===== src/rtl/count.sv =====
// count: WIDTH-bit up/down counter. mode=1 counts up, mode=0 counts down,
// wrapping modulo 2^WIDTH on every rising clock edge. rstn clears the counter
// asynchronously. out comes straight from the counter register.
module count #(
  parameter int unsigned WIDTH = 4
) (
  input  logic             clk,
  input  logic             rstn,
  input  logic             mode,
  output logic [WIDTH-1:0] out
);

  logic [WIDTH-1:0] cnt_q;
  logic [WIDTH-1:0] cnt_d;

  // Next value: step by one in the direction selected by mode.
  // Natural WIDTH-bit overflow gives the required wrap in both directions.
  always_comb begin
    cnt_d = cnt_q;
    if (mode) begin
      cnt_d = cnt_q + 1'b1;
    end else begin
      cnt_d = cnt_q - 1'b1;
    end
  end

  // Counter register with asynchronous active-low clear.
  always_ff @(posedge clk or negedge rstn) begin
    if (!rstn) begin
      cnt_q <= '0;
    end else begin
      cnt_q <= cnt_d;
    end
  end

  // Registered output only: there is no combinational path from mode to out.
  assign out = cnt_q;

endmodule


===== config.mk =====
export PLATFORM = sky130hd
export DESIGN_NAME = count
export DESIGN_NICKNAME = d
export VERILOG_FILES = /design/src/rtl/count.sv
export SDC_FILE = /design/constraint.sdc
export NUM_CORES = 1
export LEC_CHECK = 0
export CORE_AREA = 8 8 45 47
export CTS_CLUSTER_DIAMETER = 30
export DETAILED_ROUTE_END_ITERATION = 8
export DIE_AREA = 0 0 53 55
export PLACE_DENSITY_LB_ADDON = 0.05
export SYNTH_ARGS = -nofsm -noshare
export SYNTH_HDL_FRONTEND = slang
export SYNTH_SLANG_ARGS = --single-unit
export TNS_END_PERCENT = 50

===== constraint.sdc =====
create_clock -name clk -period 1.31 [get_ports clk]
set_input_delay 0.1965 -clock clk [delete_from_list [all_inputs] [get_ports clk]]
set_output_delay 0.1965 -clock clk [all_outputs]
set_load 0.005 [all_outputs]

==> impl_metrics.yaml, run 1 <==
timing:
  finalCriticalPeriod_ps: 1200
  hold_viol: 0
  worst_pin_slew_ps: 203
  post-route-period-util: 0.920
  slew_violations: 0
  relSlewSlack: 0.864
  max_freq_mhz: 830
  fin_hold_ws_ps: 173
  fin_worst_skew_ps: 2.70
  finalSetupViolCount: 0
  setup_tns_ps: 0
  rsz0062_at_grt: "false"
clock_tree:
  h-tree-depth: 1
  numCtsBuffers: 3
  cts_buffer_depth: 2
  clockRootBuffer: "clkbuf_4"
  tritoncts: "yes"
  clk_pin_slew_ps: 40
  cts.sinks: 4
  clk_latency_ps: 230
global_routing:
  grt_overflow: 0
  track_usage: 0.0411
  grt_pass1_vias: 169
  grt_start_max_net_pins: 5
  antenna_found_initial: 0
  grt_pass1_wl_um: 717
yosys:
  postSynthCellCount: 14
  synth_warnings: 0
  synth_edf_count: 0
  ys_seq_area_frac: 0.513
  synth_nets: 20
  async_reset_ff_frac: 1.00
  ys_ff_latch: 4
  synthFlopType: "dfrtp_1"
  synth_most_common_cell: "dfrtp_1"
  synth_area_leaders: "dfrtp_1, ha_1, fa_1"
  synthDominantCellAreaShare: 0.513
  synth.avg_cell_area_um2: 13.9
  synth_area_leader_cell: "dfrtp_1"
  syn_area_um2: 195
  synth.distinct_cells: 8
  yosys-top-cells-count: "dfrtp_1, ha_1, inv_1, xnor2_1"
worst_setup_path:
  crit_buf_inv: 1
  arrival_ps: 1320
  rr_worst_depth: 3
  crit_required_ps: 1420
  worstReg2RegStart: "out[0]"
  r2r-end: "out[2]"
  startpoint: "out[0]"
  slowest_stage: "fa_1"
  cp_max_fo: 3
  cp_top_family: "adder cells"
  startpoint_type: "flip-flop"
  crit_path_end_kind: "flip-flop"
  path_class: "flip-flop to flip-flop"
  r2r_slack_ps: 110
  cpPeakStageDelay_ps: 420
  crit_chain: "buf_4 -> fa_1 -> xor2_1"
detailed_routing:
  first_pass_iters: 2
  viasPerCell: 3.21
  wl_per_cell_um: 10.3
  vias: 135
  wirelength_um: 432
  drtAntennaViolNets: 0
  dr.first_iter.drc_count: 2
  drc_errors: 0
power:
  swShare: 0.295
  power.switching_mw: 0.184
  p_seq_frac: 0.333
  p_per_area_mw_per_mm2: 1890
  ir_drop_uv: 509
  comb_power_share: 0.424
  p_leak_nw: 0.176
  p_int_mw: 0.439
  clkPwrFrac: 0.243
cells_and_area:
  nFillCells: 147
  antennaDiodeCount: 0
  largest_reg_flops: 4
  drive_gt1_frac: 0.308
  layout.cells.non_filler: 42
  layout.nets: 34
  area.growth.synth_to_final_pct: 68.6
floorplan:
  fp.dieW_um: 53
  die_area_mm2: 0.00292
  die_h_um: 55
  io_pins: 7
  core_mm2: 0.00138
  rows: 14
  start_util: 0.141
status:
  run_status: "finished, final reports clean"
place:
  place_inst: 38
  io_buffers: 6
  gp_congestion: 0.647
run:
  max_cap_viol_count: 0
min_path:
  hold_path.class: "input port to asynchronous set/reset pin"
layout make-up:
| cell class | count | area (um2) | area share |
|---|---|---|---|
| multi-input combinational | 8 | 87.6 | 0.266 |
| tap | 16 | 20.0 | 0.0608 |
| timing repair buffer | 9 | 91.3 | 0.278 |
| inverter | 2 | 7.51 | 0.0228 |
| sequential | 4 | 100 | 0.304 |
| clock buffer | 3 | 22.5 | 0.0684 |
power by group through the flow:
| stage | Combinational, mW | Sequential, mW | Clock (mW) |
|---|---|---|---|
| 6_report | 0.265 | 0.207 | 0.152 |
| 4_1_cts | 0.282 | 0.211 | 0.162 |
| 3_5_place_dp | 0.292 | 0.214 | 0 |
| 3_3_place_gp | 0.289 | 0.210 | 0 |
| 2_1_floorplan | 0.151 | 0.215 | 0 |
| 5_1_grt | 0.294 | 0.217 | 0.175 |
through the flow:
| stage | util | setup slack (ps) | cell area, um2 | total power, mW |
|---|---|---|---|---|
| 2_1_floorplan | - | 139 | 195 | 0.366 |
| 3_3_place_gp | 0.210 | -302 | 290 | 0.499 |
| 3_5_place_dp | 0.210 | -310 | 290 | 0.505 |
| 4_1_cts | 0.231 | -37.0 | 319 | 0.656 |
| 5_1_grt | 0.238 | 41.7 | 329 | 0.686 |
| 6_report | 0.238 | 105 | 329 | 0.624 |
how the worst max path moves through the flow:
stage | to | slack, ps | depth (start not counted)
global route | out[3] | 40 | 4
detailed placement | out[3] | -310 | 6
global placement | out[3] | -300 | 6
finish | out[2] | 110 | 3
floorplan | out[3] | 140 | 4
CTS | out[3] | -40 | 6
layout by cell type (no fill, tap or decap):
cell type        n
clkbuf_4         3
dlymetal6s2s_1   4
buf_4            3
xor2_1           1
inv_2            1
dfrtp_1          4
inv_1            1
a21o_1           1
fa_1             1
dlygate4sd2_1    1
ha_1             2
xnor2_1          2
clkdlybuf4s50_1  1
a21oi_2          1
kinds of logic after synthesis:
| group | Yosys count | synth area share |
|---|---|---|
| AOI/OAI and AO/OA | 2 | 0.0834 |
| xor gates and xnor gates | 3 | 0.135 |
| adders and majority gates | 3 | 0.231 |
| buffers and inverters | 2 | 0.0385 |
| DFF | 4 | 0.513 |
routing by layer:
metal	track usage	share of wire	up-vias
met1	0.0382	0.41	59
met4	0.0129	0	0
met5	0	0	-
met3	0.0588	0.19	0
met2	0.0488	0.40	8
li1	-	-	68
timing repair:
action	in CTS	in global routing
endpoints found under the hold margin	0	0
hold buffers	0	0
buffers inserted	1	0
endpoints found under the setup margin	3	4
cloned	0	0
gates resized for setup	2	4
Power figures use the tool's default switching activity.
==> run 2, diff against run 1 <==
--- a/config.mk
+++ b/config.mk
@@ -9,6 +9,7 @@
 export CTS_CLUSTER_DIAMETER = 30
 export DETAILED_ROUTE_END_ITERATION = 8
 export DIE_AREA = 0 0 53 55
+export GPL_TIMING_DRIVEN = 0
 export PLACE_DENSITY_LB_ADDON = 0.05
 export SYNTH_ARGS = -nofsm -noshare
 export SYNTH_HDL_FRONTEND = slang
==> run 2 against run 1 <==
Via count down 3.0%. Largest power group unchanged. Power up 3.2%. Critical path depth down 2. Routed wire length down 5.1%. Cell count down 2.4%. Non-clock buffer count down 1. Clock power about the same. Flip-flop and latch count unchanged. Critical endpoint is now out[3]. Utilization down 0.99 points. Design area down 4.2%. Hold slack worse by 3.9 ps. First-iteration DRC count unchanged.
==> impl_metrics.yaml, run 2 (synthesis gave the netlist of run 1 again) <==
global_routing:
  grt_start_max_net_pins: 5
  antenna_found_initial: 0
  track_usage: 0.0340
  grt_overflow: 0
  grt_pass1_wl_um: 641
  grt_pass1_vias: 155
clock_tree:
  clockRootBuffer: "clkbuf_4"
  h-tree-depth: 1
  numCtsBuffers: 3
  cts_buffer_depth: 2
  clk_latency_ps: 230
  cts.sinks: 4
  tritoncts: "yes"
  cts_hold_buf: 0
  clk_pin_slew_ps: 40
run:
  max_cap_viol_count: 0
floorplan:
  rows: 14
  core_mm2: 0.00138
  fp.dieW_um: 53
  io_pins: 7
  start_util: 0.141
  die_area_mm2: 0.00292
  die_h_um: 55
worst_setup_path:
  crit_chain: "clkdlybuf4s50_1"
  cp_max_fo: 2
  crit_buf_inv: 1
  crit_path_end_kind: "output port"
  startpoint_type: "flip-flop"
  crit_required_ps: 1110
  path_class: "flip-flop to output port"
  cpPeakStageDelay_ps: 500
  r2r_slack_ps: 110
  slowest_stage: "clkdlybuf4s50_1"
  arrival_ps: 1060
  cp_top_family: "buffers and inverters"
timing:
  finalCriticalPeriod_ps: 1260
  setup_tns_ps: 0
  fin_hold_ws_ps: 169
  rsz0062_at_grt: "false"
  post-route-period-util: 0.962
  finalSetupViolCount: 0
  fin_worst_skew_ps: 2.52
  relSlewSlack: 0.875
  slew_violations: 0
  max_freq_mhz: 793
  hold_viol: 0
  worst_pin_slew_ps: 188
detailed_routing:
  drtAntennaViolNets: 0
  vias: 131
  dr.first_iter.drc_count: 2
  first_pass_iters: 2
  viasPerCell: 3.20
  wirelength_um: 410
  drc_errors: 0
  wl_per_cell_um: 10.0
cells_and_area:
  nFillCells: 155
  layout_common_cells: "dfrtp_1, clkbuf_4"
  layout.nets: 33
  largest_reg_flops: 4
  area.growth.synth_to_final_pct: 61.5
  fin_area_um2: 315
  drive_gt1_frac: 0.280
  mostFrequentLayoutCell: "dfrtp_1"
  antennaDiodeCount: 0
place:
  gp_congestion: 0.663
  io_buffers: 6
  dpl_cell_area_um2: 275
status:
  run_status: "finished, final reports clean"
power:
  p_leak_nw: 0.154
  p_per_area_mw_per_mm2: 2040
  ir_drop_uv: 541
min_path:
  hold_path.class: "input port to asynchronous set/reset pin"
==> run 2: power breakdown <==
part / total (mW) / switching, mW / internal (mW)
logic: 0.286 / 0.107 / 0.179
clock network: 0.149 / 0.0465 / 0.102
registers: 0.209 / 0.0327 / 0.176
==> run 2: repair_timing <==
| action | CTS | global route |
|---|---|---|
| pin swaps | 0 | 1 |
| gates resized for setup | 3 | 2 |
| setup endpoints to repair | 3 | 4 |
| buffers inserted | 1 | 1 |
| cloned | 0 | 0 |
==> run 2: per-layer routing <==
metal / routed length [um] / up-vias / global-route usage
li1: - / 68 / -
met1: 211 / 58 / 0.0337
met2: 167 / 5 / 0.0488
met3: 31 / 0 / 0.0401
met4: 0 / 0 / 0
met5: 0 / - / 0
==> run 2: final timing paths <==
path                            startpoint     end  depth (start not counted)
worst max-delay path                out[3]  out[3]                          1
worst min-delay path                  rstn  out[3]                          1
worst max register to register      out[0]  out[2]                          3
worst min register to register      out[0]  out[0]                          2
max in group asynchronous             rstn  out[0]                          1
min in group clk                      mode  out[3]                          3
==> run 2: area by class of cell <==
cell class	instances	area (um2)	share of cell area
Timing Repair Buffer	8	77.6	0.246
Clock buffer	3	22.5	0.0714
Multi-Input combinational cell	8	87.6	0.278
Sequential cell	4	100	0.317
Inverter	2	7.51	0.0238
Tap cell	16	20.0	0.0635
==> run 2: stage by stage <==
step,power [mW],utilization,cells,setup slack [ps]
2_1_floorplan,0.366,-,14,139
3_3_place_gp,0.494,0.199,36,-328
3_5_place_dp,0.500,0.199,36,-328
4_1_cts,0.647,0.219,40,0.384
5_1_grt,0.708,0.228,41,15.7
6_report,0.644,0.228,41,49.7
==> run 3, diff against run 2 <==
--- a/config.mk
+++ b/config.mk
@@ -11,6 +11,7 @@
 export DIE_AREA = 0 0 53 55
 export GPL_TIMING_DRIVEN = 0
 export PLACE_DENSITY_LB_ADDON = 0.05
+export SETUP_SLACK_MARGIN = 0.5
 export SYNTH_ARGS = -nofsm -noshare
 export SYNTH_HDL_FRONTEND = slang
 export SYNTH_SLANG_ARGS = --single-unit
==> run 3 against run 2 <==
Sequential share of layout area fell by 0.98 points. Maximum frequency rose by 8.2%. Non-clock buffer count did not move. Clock-buffer cell count did not move. Flip-flop and latch count did not move. Register-to-register slack improved by 40 ps. Largest power group unchanged.
==> impl_metrics.yaml, run 3 (synthesis gave the netlist of run 1 again) <==
clock_tree:
  clk_pin_slew_ps: 40
  tritoncts: "yes"
  cts_hold_buf: 0
  numCtsBuffers: 3
  cts.sinks: 4
  clk_latency_ps: 230
  cts_buffer_depth: 2
  clockRootBuffer: "clkbuf_4"
  h-tree-depth: 1
run:
  max_cap_viol_count: 0
timing:
  fin_hold_ws_ps: 174
  worst_pin_slew_ps: 206
  rsz0062_at_grt: "true"
  finalCriticalPeriod_ps: 1160
  fin_worst_skew_ps: 4.59
  slew_violations: 0
  relSlewSlack: 0.862
  hold_viol: 0
  fin_ws_ps: 145
  finalSetupViolCount: 0
  max_freq_mhz: 859
  post-route-period-util: 0.889
global_routing:
  grt_pass1_vias: 164
  grt_start_max_net_pins: 5
  grt_overflow: 0
  grt_pass1_wl_um: 717
  met3_usage: 0.0615
  grtUsageMet1: 0.0352
  track_usage: 0.0416
  antenna_found_initial: 0
  busiest_layer: "met3"
  met2_usage: 0.0527
worst_setup_path:
  cp_max_fo: 2
  crit_required_ps: 1470
  crit_path_end_kind: "flip-flop"
  cpPeakStageDelay_ps: 370
  startpoint_type: "flip-flop"
  crit_chain: "buf_6 -> ha_4 -> a21o_1 -> a21oi_2 -> xnor2_1"
  path_class: "flip-flop to flip-flop"
  arrival_ps: 1320
  slowest_stage: "dfrtp_1"
detailed_routing:
  wl_per_cell_um: 10.1
  dr.first_iter.drc_count: 0
  wirelength_um: 414
  drc_errors: 0
  vias: 138
  viasPerCell: 3.37
  first_pass_iters: 1
  drtAntennaViolNets: 0
status:
  run_status: "finished, final reports clean"
floorplan:
  die_area_mm2: 0.00292
  start_util: 0.141
  fp.dieW_um: 53
  rows: 14
  die_h_um: 55
  core_mm2: 0.00138
  io_pins: 7
place:
  gp_congestion: 0.646
  place_inst: 36
  io_buffers: 6
  pre_cts_slack_ps: -260
cells_and_area:
  antennaDiodeCount: 0
  layout.nets: 33
  area.growth.synth_to_final_pct: 66.7
  drive_gt1_frac: 0.360
  largest_reg_flops: 4
  layout.cells.non_filler: 41
  layout_common_cells: "dlygate4sd2_1, dfrtp_1, clkbuf_4"
  nFillCells: 153
  mostFrequentLayoutCell: "dlygate4sd2_1"
power:
  ir_drop_uv: 490
  p_per_area_mw_per_mm2: 2010
  p_leak_nw: 0.147
min_path:
  hold_path.class: "input port to asynchronous set/reset pin"
==> run 3: changes by cell type in the layout (fill, tap and decap cells not counted), sizes merged <==
cell           previous run  this run
dlygate4sd2               2         5
dlymetal6s2s              2         0
clkdlybuf4s50             2         1
==> run 3: repair_timing <==
| item | 4_1_cts | 5_1_grt |
|---|---|---|
| pin swaps | 4 | 3 |
| gates resized for setup | 8 | 1 |
| endpoints found under the setup margin | 7 | 7 |
| buffers inserted | 2 | 0 |
==> run 3: final timing paths <==
| kind | end | from | depth (start not counted) | slack (ps) |
|---|---|---|---|---|
| min reg2reg | out[0] | out[0] | 2 | 530 |
| min | out[3] | rstn | 1 | 170 |
| max reg2reg | out[3] | out[1] | 5 | 150 |
| min in group clk | out[3] | mode | 3 | 460 |
| max | out[3] | out[1] | 5 | 150 |
| max in group asynchronous | out[0] | rstn | 1 | 950 |
==> run 3: critical path: cells and delay by family, from the launching register on <==
family	cells	cell delay (ps)
compound gates	2	280
buf+inv	1	130
flops	1	370
fa+ha+maj	1	190
xor+xnor	1	120
==> run 3: layout make-up <==
class,count,area [um2],area share
inverter,2,7.51,0.0231
timing repair buffer,8,72.6,0.223
multi-input combinational,8,103,0.315
tap,16,20.0,0.0615
clock buffer,3,22.5,0.0692
sequential,4,100,0.308
==> run 3: power by group <==
group / internal [mW] / switching (mW)
sequential: 0.176 / 0.0254
combinational: 0.182 / 0.119
clock: 0.102 / 0.0488
total: 0.460 / 0.193
==> run 3: metal layers <==
| metal | vias to the layer above | part of all wire |
|---|---|---|
| li1 | 68 | - |
| met1 | 61 | 0.38 |
| met2 | 9 | 0.43 |
| met3 | 0 | 0.19 |
| met4 | 0 | 0 |
| met5 | - | 0 |
==> run 3: stage by stage <==
step / total power, mW / instance area [um2] / setup TNS [ps] / utilization
floorplan: 0.366 / 195 / 0 / -
global placement: 0.494 / 275 / -579 / 0.199
detailed placement: 0.499 / 275 / -579 / 0.199
CTS: 0.679 / 323 / 0 / 0.233
global route: 0.729 / 325 / 0 / 0.235
finish: 0.653 / 325 / 0 / 0.235
